**src/rtl/echo_pkg.sv**
```systemverilog
// Shared types and constants for the UART echo buffer: transmit FSM states
// and the carriage-return / line-feed byte values.
package echo_pkg;

    typedef enum logic [1:0] {
        IDLE  = 2'd0,
        LOAD  = 2'd1,
        START = 2'd2,
        BUSY  = 2'd3
    } state_t;

    localparam logic [7:0] CR = 8'h0D;
    localparam logic [7:0] LF = 8'h0A;

endpackage

```
**src/rtl/echo_buffer_if.sv**
```systemverilog
// Receiver-side byte strobe and transmitter-side start/ready handshake of the
// echo path. The master drives received bytes and the transmitter's ready.
interface echo_buffer_if #(
    parameter int WIDTH = 8
);
    logic [WIDTH-1:0] word;
    logic             word_on_line;
    logic             transmit_ready;
    logic [WIDTH-1:0] tx_word;
    logic             connection_status;

    modport master (
        output word,
        output word_on_line,
        output transmit_ready,
        input  tx_word,
        input  connection_status
    );

    modport slave (
        input  word,
        input  word_on_line,
        input  transmit_ready,
        output tx_word,
        output connection_status
    );
endinterface

```
**src/rtl/echo_fifo.sv**
```systemverilog
// Byte FIFO for the echo buffer: array storage with registered read, wrapping
// pointers, separate occupancy counter and a sticky drop-on-full flag.
module echo_fifo #(
    parameter int DEPTH_LOG2 = 4,
    parameter int WIDTH      = 8
) (
    input  logic                  clk,
    input  logic                  rst,
    input  logic                  push,
    input  logic [WIDTH-1:0]      push_data,
    input  logic                  pop,
    output logic [WIDTH-1:0]      rd_data,
    output logic [DEPTH_LOG2:0]   count,
    output logic                  empty,
    output logic                  overflow
);
    localparam int DEPTH = 1 << DEPTH_LOG2;
    localparam logic [DEPTH_LOG2:0] FULL_COUNT = {1'b1, {DEPTH_LOG2{1'b0}}};

    logic [WIDTH-1:0]      mem [DEPTH];
    logic [WIDTH-1:0]      rd_data_q;
    logic [DEPTH_LOG2-1:0] wr_ptr_q, wr_ptr_d;
    logic [DEPTH_LOG2-1:0] rd_ptr_q, rd_ptr_d;
    logic [DEPTH_LOG2:0]   count_q, count_d;
    logic                  overflow_q, overflow_d;
    logic                  full, wr_en, rd_en;

    // A push against a full FIFO is dropped even when a pop frees a slot
    // in the same cycle.
    always_comb begin
        full       = (count_q == FULL_COUNT);
        wr_en      = push && !full;
        rd_en      = pop && (count_q != '0);
        wr_ptr_d   = wr_ptr_q;
        rd_ptr_d   = rd_ptr_q;
        count_d    = count_q;
        overflow_d = overflow_q || (push && full);
        if (wr_en) begin
            wr_ptr_d = wr_ptr_q + 1'b1;
        end
        if (rd_en) begin
            rd_ptr_d = rd_ptr_q + 1'b1;
        end
        case ({wr_en, rd_en})
            2'b10:   count_d = count_q + 1'b1;
            2'b01:   count_d = count_q - 1'b1;
            default: count_d = count_q;
        endcase
    end

    always_ff @(posedge clk) begin
        if (rst) begin
            wr_ptr_q   <= '0;
            rd_ptr_q   <= '0;
            count_q    <= '0;
            overflow_q <= 1'b0;
        end else begin
            wr_ptr_q   <= wr_ptr_d;
            rd_ptr_q   <= rd_ptr_d;
            count_q    <= count_d;
            overflow_q <= overflow_d;
        end
    end

    // Storage is not reset; the head entry is read every cycle so it is ready
    // by the time the sequencer loads it.
    always_ff @(posedge clk) begin
        if (wr_en) begin
            mem[wr_ptr_q] <= push_data;
        end
        rd_data_q <= mem[rd_ptr_q];
    end

    assign rd_data  = rd_data_q;
    assign count    = count_q;
    assign empty    = (count_q == '0);
    assign overflow = overflow_q;

endmodule

```
**src/rtl/echo_buffer.sv**
```systemverilog
// Echo-path byte buffer and transmit sequencer. Optional macro
// ECHO_BUFFER_CRLF_EN appends a synthetic LF after every transmitted CR.
module echo_buffer
    import echo_pkg::*;
#(
    parameter int DEPTH_LOG2    = 4,
    parameter int WIDTH         = 8,
    parameter int START_TIMEOUT = 1023
) (
    input  logic                 clk,
    input  logic                 rst,
    echo_buffer_if.slave         bus,
    output logic [DEPTH_LOG2:0]  fifo_count,
    output logic                 empty,
    output logic                 overflow
);
    localparam int TMO_W = $clog2(START_TIMEOUT + 1);

    state_t           state_q, state_d;
    logic             wol_q, wol_d;
    logic             push_q, push_d;
    logic [WIDTH-1:0] word_q, word_d;
    logic [WIDTH-1:0] tx_word_q, tx_word_d;
    logic [TMO_W-1:0] tmo_q, tmo_d;
    logic             pop;
    logic [WIDTH-1:0] rd_data;
`ifdef ECHO_BUFFER_CRLF_EN
    logic             lf_pending_q, lf_pending_d;
`endif

    echo_fifo #(
        .DEPTH_LOG2(DEPTH_LOG2),
        .WIDTH     (WIDTH)
    ) u_fifo (
        .clk      (clk),
        .rst      (rst),
        .push     (push_q),
        .push_data(word_q),
        .pop      (pop),
        .rd_data  (rd_data),
        .count    (fifo_count),
        .empty    (empty),
        .overflow (overflow)
    );

    // Rising edge of the receiver strobe becomes a one-cycle registered push,
    // so a byte lands in the FIFO one edge after the strobe is first seen.
    always_comb begin
        wol_d  = bus.word_on_line;
        push_d = bus.word_on_line && !wol_q;
        word_d = bus.word;
    end

    always_comb begin
        state_d   = state_q;
        tx_word_d = tx_word_q;
        tmo_d     = tmo_q;
        pop       = 1'b0;
`ifdef ECHO_BUFFER_CRLF_EN
        lf_pending_d = lf_pending_q;
`endif
        case (state_q)
            IDLE: begin
`ifdef ECHO_BUFFER_CRLF_EN
                if (bus.transmit_ready && (lf_pending_q || !empty)) begin
                    state_d = LOAD;
                end
`else
                if (bus.transmit_ready && !empty) begin
                    state_d = LOAD;
                end
`endif
            end
            LOAD: begin
                tmo_d   = '0;
                state_d = START;
`ifdef ECHO_BUFFER_CRLF_EN
                if (lf_pending_q) begin
                    tx_word_d    = WIDTH'(LF);
                    lf_pending_d = 1'b0;
                end else begin
                    tx_word_d = rd_data;
                    pop       = 1'b1;
                end
`else
                tx_word_d = rd_data;
                pop       = 1'b1;
`endif
            end
            START: begin
                // An unanswered request is abandoned after START_TIMEOUT
                // cycles; the popped byte is not retried.
                if (!bus.transmit_ready) begin
                    state_d = BUSY;
                end else if (tmo_q == TMO_W'(START_TIMEOUT - 1)) begin
                    state_d = IDLE;
                end else begin
                    tmo_d = tmo_q + 1'b1;
                end
            end
            BUSY: begin
                if (bus.transmit_ready) begin
                    state_d = IDLE;
`ifdef ECHO_BUFFER_CRLF_EN
                    if (tx_word_q == WIDTH'(CR)) begin
                        lf_pending_d = 1'b1;
                    end
`endif
                end
            end
            default: state_d = IDLE;
        endcase
    end

    always_ff @(posedge clk) begin
        if (rst) begin
            state_q   <= IDLE;
            wol_q     <= 1'b0;
            push_q    <= 1'b0;
            word_q    <= '0;
            tx_word_q <= '0;
            tmo_q     <= '0;
`ifdef ECHO_BUFFER_CRLF_EN
            lf_pending_q <= 1'b0;
`endif
        end else begin
            state_q   <= state_d;
            wol_q     <= wol_d;
            push_q    <= push_d;
            word_q    <= word_d;
            tx_word_q <= tx_word_d;
            tmo_q     <= tmo_d;
`ifdef ECHO_BUFFER_CRLF_EN
            lf_pending_q <= lf_pending_d;
`endif
        end
    end

    assign bus.tx_word           = tx_word_q;
    assign bus.connection_status = (state_q == START);

endmodule

```
**src/flat_wrapper.sv**
```systemverilog
// flat-port wrapper written by rule: the top's interface ports become plain ports
module echo_buffer_flat import echo_pkg::*;
#(
    parameter int DEPTH_LOG2    = 4,
    parameter int WIDTH         = 8,
    parameter int START_TIMEOUT = 1023
)
  (clk, rst, fifo_count, empty, overflow, bus_word, bus_word_on_line, bus_transmit_ready, bus_tx_word, bus_connection_status);
  echo_buffer_if #(.WIDTH(WIDTH)) bus_i ();
  input  logic clk;
  input  logic rst;
  output logic [DEPTH_LOG2:0] fifo_count;
  output logic empty;
  output logic overflow;
  input wire logic [$bits(bus_i.word)-1:0] bus_word;
  input wire logic [$bits(bus_i.word_on_line)-1:0] bus_word_on_line;
  input wire logic [$bits(bus_i.transmit_ready)-1:0] bus_transmit_ready;
  output wire logic [$bits(bus_i.tx_word)-1:0] bus_tx_word;
  output wire logic [$bits(bus_i.connection_status)-1:0] bus_connection_status;
  assign bus_i.word = bus_word;
  assign bus_i.word_on_line = bus_word_on_line;
  assign bus_i.transmit_ready = bus_transmit_ready;
  assign bus_tx_word = bus_i.tx_word;
  assign bus_connection_status = bus_i.connection_status;
  echo_buffer #(.DEPTH_LOG2(DEPTH_LOG2), .WIDTH(WIDTH), .START_TIMEOUT(START_TIMEOUT)) u_core (.clk(clk), .rst(rst), .bus(bus_i), .fifo_count(fifo_count), .empty(empty), .overflow(overflow));
endmodule
```
**config.mk**
```make
export PLATFORM = sky130hd
export DESIGN_NAME = echo_buffer_flat
export DESIGN_NICKNAME = d
export VERILOG_FILES = /design/src/rtl/echo_pkg.sv /design/src/rtl/echo_buffer_if.sv /design/src/rtl/echo_fifo.sv /design/src/rtl/echo_buffer.sv /design/src/flat_wrapper.sv
export SDC_FILE = /design/constraint.sdc
export NUM_CORES = 1
export LEC_CHECK = 0
export ABC_CLOCK_PERIOD_IN_PS = 3000
export CORE_UTILIZATION = 54
export CTS_CLUSTER_DIAMETER = 80
export DETAILED_ROUTE_END_ITERATION = 7
export PLACE_DENSITY = 0.71
export SYNTH_ARGS = -nofsm -noshare
export SYNTH_HDL_FRONTEND = slang
export SYNTH_SLANG_ARGS = --single-unit
```
**constraint.sdc**
```tcl
create_clock -name clk -period 3 [get_ports clk]
set_input_delay 0.9 -clock clk [delete_from_list [all_inputs] [get_ports clk]]
set_output_delay 0.9 -clock clk [all_outputs]
set_load 0.02 [all_outputs]
```
==> results of run 1 <==
[logic make-up after synthesis]
logic type	Yosys count	share of synthesized area, %
fa+ha+maj	11	1.930
compound gates	63	6.476
xor+xnor	9	1.106
flops	180	68.52
buf+inv	40	2.703
mux	35	10.53
simple gates	121	8.740
[how the worst max path moves through the flow]
stage	start	endpoint	cells after the start
2_1_floorplan	u_core.u_fifo.count[1]	u_core.u_fifo.count[4]	13
3_3_place_gp	u_core.u_fifo.count[0]	u_core.u_fifo.count[4]	10
3_5_place_dp	u_core.u_fifo.count[0]	u_core.u_fifo.count[4]	10
4_1_cts	u_core.u_fifo.count[0]	empty	4
5_1_grt	u_core.u_fifo.count[0]	empty	4
6_report	u_core.u_fifo.count[0]	empty	4
[registers in the layout, indices dropped and copies added, names as in the netlist, 2 cells and up]
| signal | cells |
|---|---|
| u_core.u_fifo.mem | 128 |
| u_core.tmo_q | 10 |
| u_core.bus.tx_word | 8 |
| u_core.u_fifo.rd_data | 8 |
| u_core.word_q | 8 |
| u_core.u_fifo.count | 5 |
| u_core.u_fifo.rd_ptr_q | 4 |
| u_core.u_fifo.wr_ptr_q | 4 |
| u_core.state_q | 2 |
[where the power goes]
part	switching, uW	total (uW)	internal [uW]	leakage, uW
sequential	143	2910	2770	0.00160
combinational	469	941	471	0.000820
clock	920	2230	1310	0.000280
total	1530	6090	4550	0.00270
[synthesized netlist by cell type (2+ instances only)]
master / instances / area share, %
sky130_fd_sc_hd__buf_2: 8 / 0.56
sky130_fd_sc_hd__edfxtp_1: 128 / 54
sky130_fd_sc_hd__nor3_1: 7 / 0.49
sky130_fd_sc_hd__nor2_1: 27 / 1.4
sky130_fd_sc_hd__nand3_1: 8 / 0.56
sky130_fd_sc_hd__mux4_2: 32 / 10
sky130_fd_sc_hd__a21oi_1: 19 / 1.3
sky130_fd_sc_hd__mux2i_1: 3 / 0.42
sky130_fd_sc_hd__nand2_1: 32 / 1.7
sky130_fd_sc_hd__a221oi_1: 2 / 0.25
sky130_fd_sc_hd__clkbuf_2: 2 / 0.14
sky130_fd_sc_hd__and3_1: 3 / 0.26
sky130_fd_sc_hd__nor2b_1: 13 / 1.1
sky130_fd_sc_hd__xor2_1: 6 / 0.74
sky130_fd_sc_hd__or4_1: 6 / 0.63
sky130_fd_sc_hd__o211ai_1: 4 / 0.42
sky130_fd_sc_hd__o311ai_0: 3 / 0.37
sky130_fd_sc_hd__a22oi_1: 16 / 1.7
sky130_fd_sc_hd__nor3b_1: 2 / 0.21
sky130_fd_sc_hd__a31oi_1: 2 / 0.18
sky130_fd_sc_hd__nand2b_1: 8 / 0.70
sky130_fd_sc_hd__o21ai_0: 3 / 0.21
sky130_fd_sc_hd__xnor2_1: 3 / 0.37
sky130_fd_sc_hd__buf_6: 2 / 0.32
sky130_fd_sc_hd__buf_4: 4 / 0.42
sky130_fd_sc_hd__dfxtp_1: 52 / 15
sky130_fd_sc_hd__inv_1: 11 / 0.58
sky130_fd_sc_hd__buf_1: 3 / 0.16
sky130_fd_sc_hd__clkbuf_1: 10 / 0.53
sky130_fd_sc_hd__nand4_1: 3 / 0.26
sky130_fd_sc_hd__ha_1: 11 / 1.9
sky130_fd_sc_hd__or3_1: 2 / 0.18
[what timing repair did]
item	CTS	global route
pin swaps	0	1
setup buffers	0	0
gates resized for setup	1	2
endpoints found under the setup margin	1	1
[routing by layer]
layer	track usage (%)	wire length, microns
met4	9.789	248
met5	0	0
met1	29.52	5976
met3	5.613	788
met2	34.64	6617
[area by class of cell]
class / count / area, sq um / share of cell area (%)
clock buffer: 17 / 425.4 / 5.166
clock inverter: 15 / 177.7 / 2.157
inverter: 11 / 41.29 / 0.5014
multi-input combinational: 239 / 2061 / 25.02
sequential: 180 / 4886 / 59.33
tap: 172 / 215.2 / 2.613
timing repair buffer: 45 / 429.2 / 5.211
[metrics by stage]
step | instance area, sq um | instances | worst slack [ns] | utilization [%]
after floorplan | 7129 | 459 | 0.03555 | -
after global placement | 7625 | 647 | 0.2513 | 59.93
after detailed placement | 7625 | 647 | 0.1422 | 59.93
after CTS | 8227 | 679 | 0.08231 | 64.66
after global routing | 8235 | 679 | 0.02835 | 64.73
final | 8235 | 679 | 0.1140 | 64.73
==> impl_results.rst, run 1 <==
.. list-table::
   :header-rows: 1

   * - Metric
     - Value
   * - Run status
     - complete, no violations
   * - Clk Tree Root Cell
     - sky130_fd_sc_hd__clkbuf_16
   * - Post-synth EDFFs
     - approximately 130
   * - RSZ-0062 raised after global routing
     - false
   * - Number of port buffers
     - 27
   * - Final Hold Violating Endpoints
     - 0
   * - CTS tree
     - done
   * - Maximum ir drop on the vdd rail
     - between 0.0004 and 0.0005 V
   * - Via/cell ratio
     - 5.823
   * - Cells on Worst Hold Path
     - 1
   * - Share of cells above drive strength 1
     - 17.95%
   * - Endpoint of the worst-slack reg-to-reg timing path
     - u_core.u_fifo.count[4]
   * - R2R Setup Slk
     - 0.23 ns
   * - Series of cell instances along the critical path
     - or4_4 -> buf_4 -> nor2_1 -> dlygate4sd2_1
   * - Maximum single-stage delay on the critical path
     - 0.57 ns
   * - Power per cell area
     - between 700 and 800 nW/um^2
   * - Pin count of the biggest net entering global routing
     - 27
   * - Total routing usage reported by global routing
     - 22.11%
   * - Die Span Y
     - 116.9 microns
   * - Fmax
     - 0.3465 GHz
   * - Placed wire-length estimate after detailed placement
     - 8870 microns
   * - Row count
     - 41
   * - Starting DRC count in detailed routing
     - 356
   * - Sum of routed wire length over all layers
     - 13,630 microns
   * - Chip width
     - 116.9 microns
   * - Number of global-route vias before repair
     - 3,898
   * - Die area
     - between 10,000 and 15,000 sq um
   * - Main synth FF type
     - sky130_fd_sc_hd__edfxtp_1
   * - Clock Skews
     - ~0.010 ns
   * - Register area share after synthesis
     - about 70%
   * - Clock-pin slew of the registers on the worst-case setup and hold paths
     - 0.07 ns
   * - Initial antenna violation count
     - 0
   * - Largest buffer count on any clock path
     - 2
   * - Hold worst-path end
     - u_core.push_q
   * - Mean Syn Cell Area
     - 15.53 sq um
   * - Kind of end point of the critical path
     - primary output
   * - Antenna diode count
     - 0
   * - Cell family contributing the most delay on the critical path
     - simple AND/OR/NAND/NOR gates
   * - Reported leakage power
     - 0.002696 uW
   * - Min-Delay Startpoint
     - u_core.wol_q
   * - Latest clock arrival within the worst-skew pair
     - 0.43 ns
   * - Synthesis-to-layout area growth
     - 15.51%
   * - Distinct cell type count after synthesis
     - 56
   * - Global placement routability congestion
     - approximately 0.76
   * - Layout fillers
     - around 920
   * - R2R cell count
     - 10
   * - Post-route setup TNS
     - 0 ns
   * - H-tree depth
     - 4
   * - Summed instance area of the synthesized netlist
     - around 7000 sq um
   * - Average routed wire per standard cell
     - 20.08 microns
   * - Shortest period the worst path allows
     - around 2.9 ns
   * - Count of unresolved DRC violations after routing
     - 0
   * - Critical path startpoint category
     - register
   * - Number of buffers created by CTS
     - 17
   * - Cell with the biggest individual delay on the critical path
     - sky130_fd_sc_hd__or4_4
   * - Worst Path Buf+Inv
     - 2
   * - Number of instances in the synthesized netlist
     - between 400 and 500
   * - Slew Limit Headroom
     - 25.84%
   * - CTS Hold Bufs
     - 0
   * - Top-Level Pins
     - 28
   * - Maximum fanout encountered on the critical timing path
     - 7
   * - Setup CP Type
     - register to primary output
   * - Yosys warning count
     - 0
   * - Placeable core region
     - around 13,000 sq um
   * - Global-route wire length before repair
     - 21,240 microns
   * - CTS Sinks
     - 180
   * - Crit path arrival time
     - ~2.0 ns
   * - Required time at the endpoint of the critical path
     - 2.10 ns
   * - Classification of the worst-slack hold path
     - register to register
   * - PnR Total Power
     - roughly 6100 uW
   * - Number of failing setup endpoints in the final timing report
     - 0
   * - Number of nets produced by synthesis
     - 482
   * - Overall via count from detail_route
     - 3,954
   * - Period utilisation layout
     - 96.20%
   * - Grt ovf
     - 0
   * - Fraction of registers with async set/reset
     - 0%
   * - Layout Nets
     - 517
   * - Worst slack on hold paths
     - 0.4114 ns
   * - Most frequent standard cell in the layout excluding fill and tap cells
     - sky130_fd_sc_hd__edfxtp_1
   * - Max-capacitance violation count
     - 0
   * - DRT Pass-1 Iters
     - 5
   * - Antenna Violating Nets Remaining
     - 0
   * - Reg2reg start
     - u_core.u_fifo.count[0]
   * - Initial standard-cell utilization of the core
     - between 50 and 60%
   * - Number of max-slew violations in the final report
     - 0
   * - Worst Max-Slew Pin Slew
     - 1.111 ns
   * - Leading cell types in the layout, fill and taps excluded
     - sky130_fd_sc_hd__edfxtp_1 (128), sky130_fd_sc_hd__dfxtp_1 (51), sky130_fd_sc_hd__mux4_2 (32), sky130_fd_sc_hd__nand2_1 (32), sky130_fd_sc_hd__nor2_1 (27)
   * - Post-synthesis sequential element count
     - 180
No activity file was read; power rests on OpenSTA's default activity.
==> run 2, diff against run 1 <==
--- a/config.mk
+++ b/config.mk
@@ -6,10 +6,12 @@
 export NUM_CORES = 1
 export LEC_CHECK = 0
 export ABC_CLOCK_PERIOD_IN_PS = 3000
-export CORE_UTILIZATION = 54
+export CELL_PAD_IN_SITES_DETAIL_PLACEMENT = 1
+export CELL_PAD_IN_SITES_GLOBAL_PLACEMENT = 2
+export CORE_UTILIZATION = 40
 export CTS_CLUSTER_DIAMETER = 80
 export DETAILED_ROUTE_END_ITERATION = 7
-export PLACE_DENSITY = 0.71
+export PLACE_DENSITY = 0.7
 export SYNTH_ARGS = -nofsm -noshare
 export SYNTH_HDL_FRONTEND = slang
 export SYNTH_SLANG_ARGS = --single-unit
==> impl_results.rst, run 2 (synthesis gave the netlist of run 1 again) <==
.. list-table::
   :header-rows: 1

   * - Metric
     - Value
   * - Run status
     - complete, no violations
   * - Setup CP Type
     - register to primary output
   * - Number of failing setup endpoints in the final timing report
     - 0
   * - RSZ-0062 raised after global routing
     - false
   * - Worst Path Buf+Inv
     - 2
   * - Cell with the biggest individual delay on the critical path
     - sky130_fd_sc_hd__or4_4
   * - Clock Skews
     - 0.009308 ns
   * - Fmax
     - 0.3486 GHz
   * - Number of max-slew violations in the final report
     - 0
   * - Largest registers in the final layout
     - u_core.u_fifo.mem: 128 flops, u_core.tmo_q: 10 flops
   * - Total routing usage reported by global routing
     - 18.80%
   * - Maximum single-stage delay on the critical path
     - 0.56 ns
   * - Total internal power
     - 4601 uW
   * - Layout fillers
     - 1,687
   * - Worst Max-Slew Pin Slew
     - between 1 and 1.5 ns
   * - Share of cells above drive strength 1
     - 19.73%
   * - CTS Sinks
     - 180
   * - Most flops, register
     - u_core.u_fifo.mem
   * - Antenna Violating Nets Remaining
     - 0
   * - H-tree depth
     - 4
   * - Placeable core region
     - 17,360 sq um
   * - Global placement routability congestion
     - 0.7268
   * - Worst slack, placed
     - 0.1812 ns
   * - CTS tree
     - done
   * - Chip width
     - roughly 140 microns
   * - Pin count of the biggest net entering global routing
     - 26
   * - Latest clock arrival within the worst-skew pair
     - 0.43 ns
   * - CTS Hold Bufs
     - 0
   * - Fraction of power spent switching nets
     - 25.90%
   * - Layout Nets
     - roughly 530
   * - Largest buffer count on any clock path
     - 2
   * - P_sw
     - around 1600 uW
   * - Proportion of power drawn by combinational gates
     - ~16%
   * - DRT Pass-1 Iters
     - 4
   * - Part of the total power dissipated in the clock network
     - between 30 and 40%
   * - Final Hold Violating Endpoints
     - 0
   * - Placed wire-length estimate after detailed placement
     - 10,470 microns
   * - Number of global-route vias before repair
     - 4,173
   * - Initial antenna violation count
     - 0
   * - Shortest period the worst path allows
     - 2.869 ns
   * - Critical path startpoint category
     - register
   * - Die area
     - 18,360 sq um
   * - Series of cell instances along the critical path
     - or4_4 -> buf_4 -> nor2_1 -> dlygate4sd2_1
   * - Starting DRC count in detailed routing
     - 340
   * - Number of buffers created by CTS
     - 17
   * - Leading cell types in the layout, fill and taps excluded
     - sky130_fd_sc_hd__edfxtp_1 (128), sky130_fd_sc_hd__dfxtp_1 (51), sky130_fd_sc_hd__mux4_2 (32), sky130_fd_sc_hd__nand2_1 (32), sky130_fd_sc_hd__buf_4 (28)
   * - Initial standard-cell utilization of the core
     - between 40 and 50%
   * - Grt ovf
     - 0
   * - Slew Limit Headroom
     - 17.85%
   * - Power per cell area
     - between 700 and 800 nW/um^2
   * - Final setup margin
     - 0.1310 ns
   * - Via/cell ratio
     - 5.414
   * - Reported leakage power
     - 0.002779 uW
   * - Sequential share of power
     - between 40 and 50%
   * - Overall via count from detail_route
     - 4,017
   * - Maximum fanout encountered on the critical timing path
     - 5
   * - Post-route setup TNS
     - 0 ns
   * - Most frequent standard cell in the layout excluding fill and tap cells
     - sky130_fd_sc_hd__edfxtp_1
   * - Number of flip-flops under the largest register name
     - 128
   * - Crit path arrival time
     - about 2 ns
   * - Sum of routed wire length over all layers
     - 15,890 microns
   * - Average routed wire per standard cell
     - approximately 21 microns
   * - Top-Level Pins
     - 28
   * - Count of unresolved DRC violations after routing
     - 0
   * - Antenna diode count
     - 0
   * - Number of port buffers
     - 27
   * - Cell family contributing the most delay on the critical path
     - simple AND/OR/NAND/NOR gates
   * - Worst slack on hold paths
     - about 0.39 ns
   * - Global-route wire length before repair
     - approximately 25,000 microns
   * - Required time at the endpoint of the critical path
     - 2.10 ns
   * - Clk Tree Root Cell
     - sky130_fd_sc_hd__clkbuf_16
   * - Finished Core Util
     - roughly 48%
   * - Classification of the worst-slack hold path
     - register to register
   * - Die Span Y
     - 135.5 microns
   * - Clock-pin slew of the registers on the worst-case setup and hold paths
     - around 0.07 ns
   * - Maximum ir drop on the vdd rail
     - 0.0003915 V
   * - Kind of end point of the critical path
     - primary output
   * - Max-capacitance violation count
     - 0
   * - Synthesis-to-layout area growth
     - 17.59%
   * - Period utilisation layout
     - ~96%
   * - Row count
     - 48
run 2: path summary, 6_finish.rpt:
check                         start                      to  slack (ns)  cells after the start
min                    u_core.wol_q           u_core.push_q        0.39                      1
max reg2reg  u_core.u_fifo.count[1]  u_core.u_fifo.count[4]        0.25                     10
min reg2reg            u_core.wol_q           u_core.push_q        0.39                      1
max          u_core.u_fifo.count[1]                   empty        0.13                      4
run 2: power by group through the flow:
stage | sequential (uW) | clock, uW | combinational, uW
after floorplan | 2930 | 0 | 672
after global placement | 2940 | 0 | 1000
after detailed placement | 2950 | 0 | 1020
after CTS | 2890 | 2360 | 1020
after global routing | 2910 | 2440 | 1090
final | 2890 | 2310 | 1010
run 2: metal layers:
metal  vias to the layer above  track usage, %  share of wire (%)
met5                         -               0                  0
met4                         0           6.929                1.4
met3                        13           4.040                3.2
met2                        74           29.54                 49
met1                      2079           25.68                 47
li1                       1851               -                  -
run 2: through the flow:
| step | cell area (sq um) | std cells | total power, uW |
|---|---|---|---|
| after floorplan | 7129 | 459 | 3603 |
| after global placement | 7741 | 710 | 3938 |
| after detailed placement | 7741 | 710 | 3963 |
| after CTS | 8371 | 742 | 6272 |
| after global routing | 8383 | 742 | 6448 |
| final | 8383 | 742 | 6210 |
run 2: what timing repair did:
item / in CTS / in global routing
gates resized for setup: 1 / 2
setup buffers: 0 / 0
endpoints found under the setup margin: 1 / 1
run 2: layout make-up:
| type | count | area [sq um] | area share [%] |
|---|---|---|---|
| Tap cell | 225 | 281.5 | 3.358 |
| Clock buffer | 21 | 525.5 | 6.269 |
| Clock inverter | 11 | 105.1 | 1.254 |
| Timing Repair Buffer | 55 | 479.2 | 5.716 |
| Multi-Input combinational cell | 239 | 2064 | 24.63 |
| Inverter | 11 | 41.29 | 0.4925 |
| Sequential cell | 180 | 4886 | 58.28 |
